### src/rtl/ps2_pkg.sv
// Shared encodings for the PS/2 frame shifter: register-op modes and frame FSM states.
// Combinational definitions only; no latency, no backpressure.
package ps2_pkg;

    typedef enum logic [1:0] {
        MODE_HOLD = 2'b00,
        MODE_SHR  = 2'b01,
        MODE_SHL  = 2'b10,
        MODE_LOAD = 2'b11
    } mode_e;

    typedef enum logic [1:0] {
        IDLE   = 2'b00,
        DATA   = 2'b01,
        PARITY = 2'b10,
        STOP   = 2'b11
    } frame_state_e;

    // Data-bit counter width; a 1-bit counter is still needed when WIDTH is 2.
    function automatic int cnt_width(input int width);
        return (width <= 2) ? 1 : $clog2(width);
    endfunction

endpackage

### src/rtl/ps2_frame_shifter_if.sv
// Bundles the shifter's strobe/mode/data inputs and register/frame outputs.
// The master side is the PS/2 edge sampler; the slave side is the shifter itself.
interface ps2_frame_shifter_if #(parameter int WIDTH = 8);
    import ps2_pkg::*;

    logic             en;
    mode_e            mode;
    logic             d;
    logic [WIDTH-1:0] load_data;
    logic             frame_mode;
    logic [WIDTH-1:0] q;
    logic             so;
    logic [WIDTH-1:0] data_out;
    logic             frame_valid;
    logic             frame_err;
    logic             busy;

    modport master (
        output en, mode, d, load_data, frame_mode,
        input  q, so, data_out, frame_valid, frame_err, busy
    );

    modport slave (
        input  en, mode, d, load_data, frame_mode,
        output q, so, data_out, frame_valid, frame_err, busy
    );

endinterface

### src/rtl/ps2_frame_fsm.sv
// PS/2 frame sequencer (start, data LSB-first, parity, stop); pulses registered, 1-cycle latency.
// Advances only on en strobes; PS2_PARITY_CHECK_EN makes an even-parity frame an error.
module ps2_frame_fsm
    import ps2_pkg::*;
#(
    parameter int WIDTH = 8
) (
    input  logic  clk,
    input  logic  reset,
    input  logic  en_i,
    input  mode_e mode_i,
    input  logic  frame_mode_i,
    input  logic  d_i,
    output logic  shr_allow_o,
    output logic  capture_o,
    output logic  busy_o,
    output logic  frame_valid_o,
    output logic  frame_err_o
);

    localparam int CW = cnt_width(WIDTH);
    localparam logic [CW-1:0] LAST_BIT = CW'(WIDTH - 1);

    frame_state_e  state_q;
    logic [CW-1:0] cnt_q;
    logic          busy_q;
    logic          valid_q;
    logic          err_q;
    logic          step;
    logic          abort;
    logic          good;

`ifdef PS2_PARITY_CHECK_EN
    logic          par_q;
    assign good = d_i & par_q;
`else
    assign good = d_i;
`endif

    assign step  = en_i & frame_mode_i & (mode_i == MODE_SHR);
    assign abort = (state_q != IDLE) & (~frame_mode_i | (en_i & (mode_i != MODE_SHR)));

    // In frame mode only the data bits move through the shift register.
    assign shr_allow_o = ~frame_mode_i | (state_q == DATA);
    assign capture_o   = step & (state_q == STOP) & good;

    assign busy_o        = busy_q;
    assign frame_valid_o = valid_q;
    assign frame_err_o   = err_q;

    always_ff @(posedge clk or negedge reset) begin
        if (!reset) begin
            state_q <= IDLE;
            cnt_q   <= '0;
            busy_q  <= 1'b0;
            valid_q <= 1'b0;
            err_q   <= 1'b0;
`ifdef PS2_PARITY_CHECK_EN
            par_q   <= 1'b0;
`endif
        end else begin
            valid_q <= 1'b0;
            err_q   <= 1'b0;
            if (abort) begin
                state_q <= IDLE;
                busy_q  <= 1'b0;
            end else if (step) begin
                unique case (state_q)
                    IDLE: begin
                        if (!d_i) begin
                            state_q <= DATA;
                            cnt_q   <= '0;
                            busy_q  <= 1'b1;
`ifdef PS2_PARITY_CHECK_EN
                            par_q   <= 1'b0;
`endif
                        end
                    end
                    DATA: begin
                        cnt_q <= cnt_q + 1'b1;
`ifdef PS2_PARITY_CHECK_EN
                        par_q <= par_q ^ d_i;
`endif
                        if (cnt_q == LAST_BIT) begin
                            state_q <= PARITY;
                        end
                    end
                    PARITY: begin
`ifdef PS2_PARITY_CHECK_EN
                        par_q <= par_q ^ d_i;
`endif
                        state_q <= STOP;
                    end
                    STOP: begin
                        state_q <= IDLE;
                        busy_q  <= 1'b0;
                        valid_q <= good;
                        err_q   <= ~good;
                    end
                endcase
            end
        end
    end

endmodule

### src/rtl/ps2_frame_shifter.sv
// WIDTH-bit universal shift register with optional PS/2 frame deserialisation; 1-cycle latency.
// Acts only on en strobes (no backpressure); PS2_PARITY_CHECK_EN enables parity rejection.
module ps2_frame_shifter
    import ps2_pkg::*;
#(
    parameter int WIDTH = 8
) (
    input  logic                clk,
    input  logic                reset,
    ps2_frame_shifter_if.slave  bus
);

    logic [WIDTH-1:0] q_q, q_d;
    logic             so_q, so_d;
    logic [WIDTH-1:0] data_out_q, data_out_d;
    logic             shr_allow;
    logic             capture;
    logic             busy;
    logic             frame_valid;
    logic             frame_err;

    ps2_frame_fsm #(.WIDTH(WIDTH)) u_fsm (
        .clk           (clk),
        .reset         (reset),
        .en_i          (bus.en),
        .mode_i        (bus.mode),
        .frame_mode_i  (bus.frame_mode),
        .d_i           (bus.d),
        .shr_allow_o   (shr_allow),
        .capture_o     (capture),
        .busy_o        (busy),
        .frame_valid_o (frame_valid),
        .frame_err_o   (frame_err)
    );

    always_comb begin
        q_d        = q_q;
        so_d       = so_q;
        data_out_d = data_out_q;
        if (bus.en) begin
            unique case (bus.mode)
                MODE_SHR: begin
                    if (shr_allow) begin
                        q_d  = {bus.d, q_q[WIDTH-1:1]};
                        so_d = q_q[0];
                    end
                end
                MODE_SHL: begin
                    q_d  = {q_q[WIDTH-2:0], bus.d};
                    so_d = q_q[WIDTH-1];
                end
                MODE_LOAD: q_d = bus.load_data;
                default:   ;
            endcase
        end
        // q is not shifted on the stop edge, so it still holds the payload here.
        if (capture) begin
            data_out_d = q_q;
        end
    end

    always_ff @(posedge clk or negedge reset) begin
        if (!reset) begin
            q_q        <= '0;
            so_q       <= 1'b0;
            data_out_q <= '0;
        end else begin
            q_q        <= q_d;
            so_q       <= so_d;
            data_out_q <= data_out_d;
        end
    end

    assign bus.q           = q_q;
    assign bus.so          = so_q;
    assign bus.data_out    = data_out_q;
    assign bus.frame_valid = frame_valid;
    assign bus.frame_err   = frame_err;
    assign bus.busy        = busy;

endmodule

### src/flat_wrapper.sv
// flat-port wrapper written by rule: the top's interface ports become plain ports
module ps2_frame_shifter_flat import ps2_pkg::*;
#(
    parameter int WIDTH = 8
)
  (clk, reset, bus_en, bus_mode, bus_d, bus_load_data, bus_frame_mode, bus_q, bus_so, bus_data_out, bus_frame_valid, bus_frame_err, bus_busy);
  ps2_frame_shifter_if #(.WIDTH(WIDTH)) bus_i ();
  input  logic clk;
  input  logic reset;
  input wire logic [$bits(bus_i.en)-1:0] bus_en;
  input wire logic [$bits(bus_i.mode)-1:0] bus_mode;
  input wire logic [$bits(bus_i.d)-1:0] bus_d;
  input wire logic [$bits(bus_i.load_data)-1:0] bus_load_data;
  input wire logic [$bits(bus_i.frame_mode)-1:0] bus_frame_mode;
  output wire logic [$bits(bus_i.q)-1:0] bus_q;
  output wire logic [$bits(bus_i.so)-1:0] bus_so;
  output wire logic [$bits(bus_i.data_out)-1:0] bus_data_out;
  output wire logic [$bits(bus_i.frame_valid)-1:0] bus_frame_valid;
  output wire logic [$bits(bus_i.frame_err)-1:0] bus_frame_err;
  output wire logic [$bits(bus_i.busy)-1:0] bus_busy;
  assign bus_i.en = bus_en;
  assign bus_i.mode = bus_mode;
  assign bus_i.d = bus_d;
  assign bus_i.load_data = bus_load_data;
  assign bus_i.frame_mode = bus_frame_mode;
  assign bus_q = bus_i.q;
  assign bus_so = bus_i.so;
  assign bus_data_out = bus_i.data_out;
  assign bus_frame_valid = bus_i.frame_valid;
  assign bus_frame_err = bus_i.frame_err;
  assign bus_busy = bus_i.busy;
  ps2_frame_shifter #(.WIDTH(WIDTH)) u_core (.clk(clk), .reset(reset), .bus(bus_i));
endmodule
### config.mk
export PLATFORM = sky130hd
export DESIGN_NAME = ps2_frame_shifter_flat
export DESIGN_NICKNAME = d
export VERILOG_FILES = /design/src/rtl/ps2_pkg.sv /design/src/rtl/ps2_frame_shifter_if.sv /design/src/rtl/ps2_frame_fsm.sv /design/src/rtl/ps2_frame_shifter.sv /design/src/flat_wrapper.sv
export SDC_FILE = /design/constraint.sdc
export NUM_CORES = 1
export LEC_CHECK = 0
export CORE_AREA = 2 2 71 73
export DETAILED_ROUTE_END_ITERATION = 12
export DIE_AREA = 0 0 73 75
export PLACE_DENSITY_LB_ADDON = 0.15
export SLEW_MARGIN = 20
export SYNTH_ARGS = -nofsm -noshare
export SYNTH_HDL_FRONTEND = slang
export SYNTH_SLANG_ARGS = --single-unit
### constraint.sdc
create_clock -name clk -period 2.71 [get_ports clk]
set_clock_uncertainty 0.2 [all_clocks]
set_input_delay 0.4065 -clock clk [delete_from_list [all_inputs] [get_ports clk]]
set_output_delay 0.4065 -clock clk [all_outputs]
set_load 0.01 [all_outputs]
==> results.cfg <==
[hold_path]
hp-class = input pin to async pin

[place]
pre_cts_ws_ns = 0.381
io_buffers = 34
dp_hpwl_mm = 2.32
place_congestion = 0.757

[pwr]
p_int_w = 0.000786
swShare_pct = 32.4
power.share.clock_pct = 19.3
power.leakage_nw = 0.830
power_frac_seq_pct = 45.0
netSwitchingPower_w = 0.000376
ir_drop_v = 0.000324
power_frac_comb_pct = 35.7
power_density_mw_per_mm2 = 627

[grt]
grt_pass1_vias = 1087
track_usage_pct = 12.5
grt_start_max_net_pins = 26
overflow = 0
antenna_found_initial = 0
grt_pass1_wl_mm = 5.18

[clock_tree]
post_cts_resized = 0
clkSinkCount = 25
clock_path_buffers = 2
cts_buffers = 3
path_clk_slew_ns = 0.09
cts_setup_buffers = 0
cts_max_level = 1
ctsHoldBuffers = 0
insertion_delay_ns = 0.27
cts_tree = yes
cts_root_buffer = clkbuf_8

[synth]
synthCells = 127
netlist.area_leader.share_pct = 45.3
yosysTopAreaCell = dfrtp_1
ys_ff_latch = 25
synth_warnings = 0
netlist_area_sq_mm = 0.00138
syn_area_per_cell_sq_um = 10.9
ys_types = 32
synth_fp_nets = 149
yosysSeqAreaShare_pct = 45.3
synth_top_cells_by_area = dfrtp_1 45%, mux2_2 13%, mux2i_1 8.0%

[sta]
tns_ns = 0
setup_slack_ns = 0.497
worstMarginPinSlew_ns = 0.553
drv_slew = 0
rsz0062_at_grt = no
max_freq_mhz = 452
hold_viol = 0
relSlewSlack_pct = 62.9
min_period_ns = 2.21
timing.final.crit_share_pct = 81.6
setup_viol = 0

[die]
num_rows = 25
core_sq_mm = 0.00466
die_y_um = 75
initial_utilization_pct = 29.6
die-area_sq_mm = 0.00548
die_w_um = 73
io_pins = 35

[worst_setup_path]
r2r_setup_slack_ns = 0.50
required_ns = 2.67
path_cells = inv_1 -> ha_1 -> o21ai_1 -> a21boi_2 -> mux2_2
crit_type = register to register
cp-end-kind = register
critPathMaxFanout = 9
reg2reg_to = u_core.bus.q[7]
cp_slowest_cell = a21boi_2
crit_start = u_core.u_fsm.state_q[1]
slowest_delay_ns = 0.48
start_kind = register
cp.arrival_ns = 2.17
reg2reg_from = u_core.u_fsm.state_q[1]
r2r_cells = 5

[detailed_routing]
drt_wl_total_mm = 3.09
drc = 0
ant_nets = 0
viasPerCell = 4.89
wl_per_cell_um = 14.1
first_pass_iters = 4
via_count = 1076
drt_iter0_markers = 67

[cells_and_area]
antennaDiodeCount = 0
syn2layout_area_growth_pct = 34.2
utilization_pct = 39.8
fin_nets = 189
drive_gt1_share_pct = 18.1

[outcome]
status = finished, final reports clean

[run]
maxCapViolCount = 0
## state kept, by name, indices dropped and copies added, names as in the netlist
register / cells
u_core.bus.q: 8
u_core.u_fsm.frame_err_o: 1
u_core.u_fsm.state_q: 2
u_core.u_fsm.frame_valid_o: 1
u_core.u_fsm.cnt_q: 3
u_core.bus.so: 1
u_core.u_fsm.busy_o: 1
u_core.bus.data_out: 8
## per-layer routing
metal	up-vias	share of wire, %	global-route usage, %
met2	29	48	20.2
li1	526	-	-
met3	4	5.2	2.68
met4	0	0.87	3.29
met1	517	46	17.0
met5	-	0	0
## worst max-delay path by stage
| stage | end | slack, ns | cells after the start |
|---|---|---|---|
| 2_1_floorplan | u_core.bus.q[0] | 0.83 | 5 |
| 3_5_place_dp | u_core.bus.q[0] | 0.38 | 4 |
| 3_3_place_gp | u_core.bus.q[7] | 0.36 | 5 |
| 6_report | u_core.bus.q[7] | 0.50 | 5 |
| 4_1_cts | u_core.bus.q[1] | 0.48 | 5 |
| 5_1_grt | u_core.bus.q[1] | 0.35 | 5 |
## critical path, delay by kind of cell (launching register included)
family                     cells  cell delay [ns]
buffers and inverters          1             0.11
AOI/OAI and AO/OA              2             0.63
muxes                          1             0.39
adders and majority gates      1             0.34
DFF                            1             0.42
## layout make-up
class	count	area [sq um]
multi-input cells	90	704
flip-flops and latches	25	626
well taps	54	67.6
repair buffers	40	385
fillers	468	2810
clock buffers	4	45.0
inverters	7	26.3
## cell usage in the layout (no fill, tap or decap), drive strengths merged, types with 3 or more instances in the layout
cell           instances
a21oi                 12
buf                    6
clkbuf                 4
clkdlybuf4s50         34
dfrtp                 25
ha                     7
inv                    7
mux2                  16
mux2i                 11
nand2                  5
nand2b                 3
nor2                   9
o21ai                  7
## cells in the mapped netlist
cell and n:
a21oi_1 12, o21ai_0 6, nor2b_1 1, o22ai_1 1, nor2_1 9, buf_2 2, and3_1 1, or2_2 1
nor3_4 1, clkbuf_1 2, mux2_2 16, nand3_2 1, nor3_1 1, nor4_1 1, a31oi_1 2, dfrtp_1 25
a22o_1 2, nand2b_1 3, a211oi_1 1, nor3b_1 1, inv_2 1, inv_1 6, nand3_1 1, o21ai_1 1
mux2i_1 11, and4_1 1, buf_4 1, nand2_1 5, and4b_1 2, ha_1 7, a21o_1 1, a21boi_2 1
## logic make-up (layout without fill, tap and decap cells)
kind of cell / Yosys count / after routing / share of synthesized area (%)
buffers and inverters: 12 / 51 / 3.71
AO/OA/AOI/OAI: 27 / 27 / 11.4
adder cells (fa/ha/maj): 7 / 7 / 6.34
multiplexers: 27 / 27 / 21.0
flip-flops: 25 / 25 / 45.3
AND/OR/NAND/NOR: 29 / 29 / 12.2
## power groups by stage
stage | clock, W | sequential (W) | combinational, W
6_report | 0.000224 | 0.000523 | 0.000415
4_1_cts | 0.000231 | 0.000526 | 0.000422
2_1_floorplan | 0 | 0.000541 | 0.000195
5_1_grt | 0.000255 | 0.000538 | 0.000458
3_3_place_gp | 0 | 0.000532 | 0.000415
3_5_place_dp | 0 | 0.000531 | 0.000420
## per-stage QoR
step | total power, W | cell area (sq um) | instances | hold slack, ns
3_3_place_gp | 0.000947 | 1810 | 216 | 0.298
6_report | 0.00116 | 1850 | 220 | 0.287
2_1_floorplan | 0.000736 | 1380 | 127 | -0.0891
3_5_place_dp | 0.000951 | 1810 | 216 | 0.295
5_1_grt | 0.00125 | 1850 | 220 | 0.322
4_1_cts | 0.00118 | 1850 | 220 | 0.304
No activity file was read; power rests on OpenSTA's default activity.
